<file path="config.mk">
export PLATFORM = sky130hd
export DESIGN_NAME = operand_sweeper_flat
export DESIGN_NICKNAME = d
export VERILOG_FILES = /design/src/rtl/operand_sweeper_if.sv /design/src/rtl/operand_sweeper.sv /design/src/flat_wrapper.sv
export SDC_FILE = /design/constraint.sdc
export NUM_CORES = 1
export LEC_CHECK = 0
export ABC_AREA = 1
export CORE_UTILIZATION = 45
export CTS_CLUSTER_SIZE = 40
export DETAILED_ROUTE_END_ITERATION = 7
export PLACE_DENSITY = 0.71
export SLEW_MARGIN = 15
export SYNTH_ARGS = -nofsm -noshare
export SYNTH_HDL_FRONTEND = slang
export SYNTH_SLANG_ARGS = --single-unit
</file>
<file path="constraint.sdc">
create_clock -name operand_sweeper_port_clk -period 2.3 [get_ports operand_sweeper_port_clk]
set_clock_uncertainty 0.2 [all_clocks]
set_input_delay 0.23 -clock operand_sweeper_port_clk [delete_from_list [all_inputs] [get_ports operand_sweeper_port_clk]]
set_output_delay 0.23 -clock operand_sweeper_port_clk [all_outputs]
set_load 0.01 [all_outputs]
</file>
<file path="src/rtl/operand_sweeper_if.sv">
// Operand/result bus between the sweeper and the comparator it drives.
// The sweeper presents A/B with valid; the comparator side returns ready and the 3-bit result P.
interface operand_sweeper_if #(
  parameter int WIDTH = 4
);
  logic [WIDTH-1:0] operand_sweeper_oport_A;
  logic [WIDTH-1:0] operand_sweeper_oport_B;
  logic             operand_sweeper_oport_valid;
  logic             operand_sweeper_port_ready;
  logic [2:0]       operand_sweeper_port_P;

  modport master (
    output operand_sweeper_oport_A,
    output operand_sweeper_oport_B,
    output operand_sweeper_oport_valid,
    input  operand_sweeper_port_ready,
    input  operand_sweeper_port_P
  );

  modport slave (
    input  operand_sweeper_oport_A,
    input  operand_sweeper_oport_B,
    input  operand_sweeper_oport_valid,
    output operand_sweeper_port_ready,
    output operand_sweeper_port_P
  );
endinterface

</file>
<file path="src/rtl/operand_sweeper.sv">
// Nested A/B operand sweep with valid/ready handshake; tallies comparator results
// and counts disagreements with an internally computed reference.
//
// state | meaning
// IDLE  | waiting for start, outputs at reset values
// RUN   | presenting pairs, one advance per handshake
// DONE  | sweep complete, operands and tallies held until next start
module operand_sweeper #(
  parameter int WIDTH = 4,
  parameter int A_MAX = 9,
  parameter int B_MAX = 9,
  parameter int CW    = 2*WIDTH+1
) (
  input  logic                 operand_sweeper_port_clk,
  input  logic                 operand_sweeper_port_rst,
  input  logic                 operand_sweeper_port_start,
  operand_sweeper_if.master    bus,
  output logic                 operand_sweeper_oport_busy,
  output logic                 operand_sweeper_oport_done,
  output logic [CW-1:0]        operand_sweeper_oport_gt_cnt,
  output logic [CW-1:0]        operand_sweeper_oport_eq_cnt,
  output logic [CW-1:0]        operand_sweeper_oport_lt_cnt,
  output logic [CW-1:0]        operand_sweeper_oport_mis_cnt
);

  typedef enum logic [1:0] {IDLE = 2'd0, RUN = 2'd1, DONE = 2'd2} state_t;

  localparam logic [WIDTH-1:0] A_LAST  = WIDTH'(A_MAX);
  localparam logic [WIDTH-1:0] B_LAST  = WIDTH'(B_MAX);
  localparam logic [CW-1:0]    CNT_MAX = '1;

  state_t           state_q, state_d;
  logic [WIDTH-1:0] a_q, a_d, b_q, b_d;
  logic             valid_q, valid_d, busy_q, busy_d, done_q, done_d;
  logic [CW-1:0]    gt_q, gt_d, eq_q, eq_d, lt_q, lt_d, mis_q, mis_d;
  logic             hs;
  logic [2:0]       exp_p;

  function automatic logic [CW-1:0] sat_inc(input logic [CW-1:0] v);
    return (v == CNT_MAX) ? v : v + CW'(1);
  endfunction

  assign hs    = valid_q & bus.operand_sweeper_port_ready;
  assign exp_p = {a_q > b_q, a_q == b_q, a_q < b_q};

  always_ff @(posedge operand_sweeper_port_clk) begin
    if (operand_sweeper_port_rst) begin
      state_q <= IDLE;
      a_q     <= '0;
      b_q     <= '0;
      valid_q <= 1'b0;
      busy_q  <= 1'b0;
      done_q  <= 1'b0;
      gt_q    <= '0;
      eq_q    <= '0;
      lt_q    <= '0;
      mis_q   <= '0;
    end else begin
      state_q <= state_d;
      a_q     <= a_d;
      b_q     <= b_d;
      valid_q <= valid_d;
      busy_q  <= busy_d;
      done_q  <= done_d;
      gt_q    <= gt_d;
      eq_q    <= eq_d;
      lt_q    <= lt_d;
      mis_q   <= mis_d;
    end
  end

  always_comb begin
    state_d = state_q;
    a_d     = a_q;
    b_d     = b_q;
    valid_d = valid_q;
    busy_d  = busy_q;
    done_d  = done_q;
    gt_d    = gt_q;
    eq_d    = eq_q;
    lt_d    = lt_q;
    mis_d   = mis_q;
    case (state_q)
      IDLE, DONE: begin
        // Start from either idle state launches a fresh sweep with cleared tallies.
        if (operand_sweeper_port_start) begin
          state_d = RUN;
          a_d     = '0;
          b_d     = '0;
          valid_d = 1'b1;
          busy_d  = 1'b1;
          done_d  = 1'b0;
          gt_d    = '0;
          eq_d    = '0;
          lt_d    = '0;
          mis_d   = '0;
        end
      end
      RUN: begin
        if (hs) begin
          if (bus.operand_sweeper_port_P == 3'b100) gt_d = sat_inc(gt_q);
          if (bus.operand_sweeper_port_P == 3'b010) eq_d = sat_inc(eq_q);
          if (bus.operand_sweeper_port_P == 3'b001) lt_d = sat_inc(lt_q);
          if (bus.operand_sweeper_port_P != exp_p)  mis_d = sat_inc(mis_q);
          if (b_q < B_LAST) begin
            b_d = b_q + WIDTH'(1);
          end else begin
            b_d = '0;
            if (a_q < A_LAST) begin
              a_d = a_q + WIDTH'(1);
            end else begin
              // Final pair keeps its operands on the outputs.
              b_d     = b_q;
              state_d = DONE;
              valid_d = 1'b0;
              busy_d  = 1'b0;
              done_d  = 1'b1;
            end
          end
        end
      end
      default: state_d = IDLE;
    endcase
  end

  assign bus.operand_sweeper_oport_A     = a_q;
  assign bus.operand_sweeper_oport_B     = b_q;
  assign bus.operand_sweeper_oport_valid = valid_q;
  assign operand_sweeper_oport_busy      = busy_q;
  assign operand_sweeper_oport_done      = done_q;
  assign operand_sweeper_oport_gt_cnt    = gt_q;
  assign operand_sweeper_oport_eq_cnt    = eq_q;
  assign operand_sweeper_oport_lt_cnt    = lt_q;
  assign operand_sweeper_oport_mis_cnt   = mis_q;

endmodule

</file>
<file path="src/flat_wrapper.sv">
// flat-port wrapper written by rule: the top's interface ports become plain ports
module operand_sweeper_flat 
#(
  parameter int WIDTH = 4,
  parameter int A_MAX = 9,
  parameter int B_MAX = 9,
  parameter int CW    = 2*WIDTH+1
)
  (operand_sweeper_port_clk, operand_sweeper_port_rst, operand_sweeper_port_start, operand_sweeper_oport_busy, operand_sweeper_oport_done, operand_sweeper_oport_gt_cnt, operand_sweeper_oport_eq_cnt, operand_sweeper_oport_lt_cnt, operand_sweeper_oport_mis_cnt, bus_operand_sweeper_oport_A, bus_operand_sweeper_oport_B, bus_operand_sweeper_oport_valid, bus_operand_sweeper_port_ready, bus_operand_sweeper_port_P);
  operand_sweeper_if #(.WIDTH(WIDTH)) bus_i ();
  input  logic operand_sweeper_port_clk;
  input  logic operand_sweeper_port_rst;
  input  logic operand_sweeper_port_start;
  output logic operand_sweeper_oport_busy;
  output logic operand_sweeper_oport_done;
  output logic [CW-1:0] operand_sweeper_oport_gt_cnt;
  output logic [CW-1:0] operand_sweeper_oport_eq_cnt;
  output logic [CW-1:0] operand_sweeper_oport_lt_cnt;
  output logic [CW-1:0] operand_sweeper_oport_mis_cnt;
  output wire logic [$bits(bus_i.operand_sweeper_oport_A)-1:0] bus_operand_sweeper_oport_A;
  output wire logic [$bits(bus_i.operand_sweeper_oport_B)-1:0] bus_operand_sweeper_oport_B;
  output wire logic [$bits(bus_i.operand_sweeper_oport_valid)-1:0] bus_operand_sweeper_oport_valid;
  input wire logic [$bits(bus_i.operand_sweeper_port_ready)-1:0] bus_operand_sweeper_port_ready;
  input wire logic [$bits(bus_i.operand_sweeper_port_P)-1:0] bus_operand_sweeper_port_P;
  assign bus_operand_sweeper_oport_A = bus_i.operand_sweeper_oport_A;
  assign bus_operand_sweeper_oport_B = bus_i.operand_sweeper_oport_B;
  assign bus_operand_sweeper_oport_valid = bus_i.operand_sweeper_oport_valid;
  assign bus_i.operand_sweeper_port_ready = bus_operand_sweeper_port_ready;
  assign bus_i.operand_sweeper_port_P = bus_operand_sweeper_port_P;
  operand_sweeper #(.WIDTH(WIDTH), .A_MAX(A_MAX), .B_MAX(B_MAX), .CW(CW)) u_core (.operand_sweeper_port_clk(operand_sweeper_port_clk), .operand_sweeper_port_rst(operand_sweeper_port_rst), .operand_sweeper_port_start(operand_sweeper_port_start), .bus(bus_i), .operand_sweeper_oport_busy(operand_sweeper_oport_busy), .operand_sweeper_oport_done(operand_sweeper_oport_done), .operand_sweeper_oport_gt_cnt(operand_sweeper_oport_gt_cnt), .operand_sweeper_oport_eq_cnt(operand_sweeper_oport_eq_cnt), .operand_sweeper_oport_lt_cnt(operand_sweeper_oport_lt_cnt), .operand_sweeper_oport_mis_cnt(operand_sweeper_oport_mis_cnt));
endmodule
</file>
==> metrics.txt <==
Slowest cell on crit path dfxtp_2; number of flops mapped to enable cells by yosys 0; largest cells by area after synthesis dfxtp_1 (36%), nand2_1 (10%), a21oi_1 (7.9%); CTS root buffer clkbuf_8; die width between 70 and 80 um; CP Data Arrival Time roughly 2200 ps; # IOs 54; Starting Density around 47%; Slew Viols, Final 0; drt via density 4.974; Mapped Cells about 360; clock sink total 48; status finished, final reports clean; CP Buf/Inv Count 0; WS Path Type reg -> reg; Hold Crit Depth 1; Main synth FF type dfxtp_1; RR Startpoint u_core.operand_sweeper_oport_gt_cnt[1]; cts bufs inserted 5; HP Class reg -> reg; CP required between 2000 and 2500 ps; Final ANT Viol Nets 0; number of port buffers 53; largest area contributor in the netlist dfxtp_1; Seq cells post-synth 48; crit-path max FO 5; Relative slew margins approximately three quarters; Pre-antenna DRT Iters 4; grt ovf 0; WL final 6309 um; min-delay src u_core.operand_sweeper_oport_done; vias 2532; Post-Syn Nets approximately 390; clock tree buffer depth 2; worst-skew pair later-pin latency ~300 ps; Total GRT Usage approximately a fifth; most frequent cells after synthesis nand2_1 (72), dfxtp_1 (48), a21oi_1 (42), inv_1 (42), nor2_1 (37); vias in the first global route ~2200; crit end category flip-flop; share of layout cells above drive strength 1 21.97%; pin count of the biggest net entering global routing 17; R2R setup slack between 100 and 150 ps; final hold vios 0; critical path launch point type flip-flop; WL/cell about 12 um; Reg clk slew, reported paths around 90 ps; gp weighted congestion 0.8910; static leakage 1.435 nW; critical path, cell by cell ha_2 -> nand2_2 -> nor3_2 -> nand2_1 -> nor2_1 -> ha_1 -> nor2_1 -> nand3_1 -> nand2_2 -> nand2_4 -> nor2_4 -> nand2_2 -> nor2_4 -> nand3_1 -> nand2_1 -> a21oi_1; power density cells around 570 nW/um^2; Area Growth Syn to Fin 35.68%; DRC errors left 0; FP Rows 27; DR iter-0 viols 144; CP peak stage delay around 340 ps; reg2reg end u_core.operand_sweeper_oport_gt_cnt[7]; Vert. Die Dim 78.90 um; ANT cells 0; post-layout util 64.39%; hold path endpoint u_core.operand_sweeper_oport_done; period utilisation layout 95.46%; min Tclk post-route between 2000 and 2500 ps; first-pass GRT wire length ~10000 um; Die ar. 6225 um^2; FMAX approximately 460 MHz; count leader, synth nand2_1; H-tree Lvls 2; Total Power 2.075 mW; non-filler instance count after layout between 500 and 600; core box area about 5600 um^2; CTS tree done; cell family with most CP delay simple AND/OR/NAND/NOR gates; setup TNS 0 ps; most used cell, CP nand2_2; placed cell count a little under 500; Worst R2R Path Depth 16; Worst Setup SP u_core.operand_sweeper_oport_gt_cnt[1]; fill count ~520; DPL Wire Length 4427 um; top-area cell type share of the netlist area roughly 36%; max-cap viol count 0; final setup vio count 0; FFs w/ async S/R, synth 0%; Final #Nets 459; antenna violations before repair 0; Synth Warn # 0; Synth Area per Inst roughly 7.4 um^2; VDD IR max just over 0.0004 V; Netlist Area Pre-Place around 2700 um^2; actual slew at the worst max-slew pin 353.2 ps; Synth cell types 36; sequential share of the synthesized area 36.11%
-- worst max path at each step --
stage | endpoint | slack, ps | cells past startpoint
2_1_floorplan | u_core.operand_sweeper_oport_eq_cnt[5] | 130 | 14
3_3_place_gp | u_core.operand_sweeper_oport_gt_cnt[7] | 100 | 16
3_5_place_dp | u_core.operand_sweeper_oport_eq_cnt[5] | 40 | 14
4_1_cts | u_core.operand_sweeper_oport_eq_cnt[5] | 30 | 14
5_1_grt | u_core.operand_sweeper_oport_eq_cnt[6] | -70 | 15
6_report | u_core.operand_sweeper_oport_gt_cnt[7] | 100 | 16
-- worst reg2reg max path, stage by stage, from the launching register on --
cell	delay, ps
dfxtp_2	340
ha_2	180
nand2_2	80
nor3_2	50
nand2_1	50
nor2_1	50
ha_1	180
nor2_1	100
nand3_1	130
nand2_2	130
nand2_4	80
nor2_4	150
nand2_2	80
nor2_4	120
nand3_1	80
nand2_1	60
a21oi_1	40
-- per-stage QoR --
stage	worst slack [ps]	instance area [um^2]	hold slack [ps]
floorplan	134.5	2661	108.5
global placement	104.6	3334	257.5
detailed placement	36.63	3334	257.9
CTS	29.48	3450	279.2
global route	-69.35	3611	302.2
finish	104.5	3611	276.8
-- power breakdown --
part	switching, mW	internal [mW]	leakage (nW)
logic	0.312	0.215	0.988
registers	0.0390	0.870	0.393
clock network	0.311	0.328	0.0548
-- placed cells by master (no fill, tap or decap), types with 9 or more instances in the layout --
master,Yosys,routed
nand2_1,72,66
clkdlybuf4s50_1,0,53
inv_1,42,42
a21oi_1,42,41
dfxtp_1,48,41
nor2_1,37,34
buf_4,1,19
nand3_1,16,16
nand2_2,7,13
o21ai_0,12,12
ha_1,16,10
nor2_2,7,9
-- cell type report --
cell class	instances	area (um^2)	area share (%)
inverters	50	190.2	5.267
repair buffers	72	673.1	18.64
well taps	72	90.09	2.495
clock inverters	3	46.29	1.282
clock buffers	5	68.82	1.906
multi-input cells	259	1573	43.56
flip-flops and latches	48	969.7	26.85
-- cells by family (layout without fill, tap and decap cells) --
group	after synthesis	count (layout)	synth area share [%]
AND/OR/NAND/NOR	174	175	33.66
AO/OA/AOI/OAI	68	68	14.15
buffers and inverters	56	130	8.556
flip-flops	48	48	36.11
adder cells (fa/ha/maj)	16	16	7.522
-- layer usage --
layer / vias up / global-route usage, % / share of wire (%)
met5: - / 0 / 0
met4: 0 / 7.091 / 1.3
met3: 8 / 3.563 / 3.8
met2: 53 / 31.22 / 46
met1: 1141 / 26.63 / 49
li1: 1330 / - / -
-- sequential cells by signal (all words and copies together) (netlist names), 2 cells and up --
signal and flops:
u_core.state_q 2, u_core.operand_sweeper_oport_mis_cnt 9, u_core.operand_sweeper_oport_lt_cnt 9, u_core.bus.operand_sweeper_oport_B 4, u_core.operand_sweeper_oport_eq_cnt 9, u_core.bus.operand_sweeper_oport_A 4, u_core.operand_sweeper_oport_gt_cnt 9
-- timing repair --
item / in CTS / in global routing
resized for setup: 0 / 31
buffers inserted: 0 / 7
hold buffers: 0 / 0
endpoints found under the setup margin: 0 / 25
No activity file was read; power rests on OpenSTA's default activity.
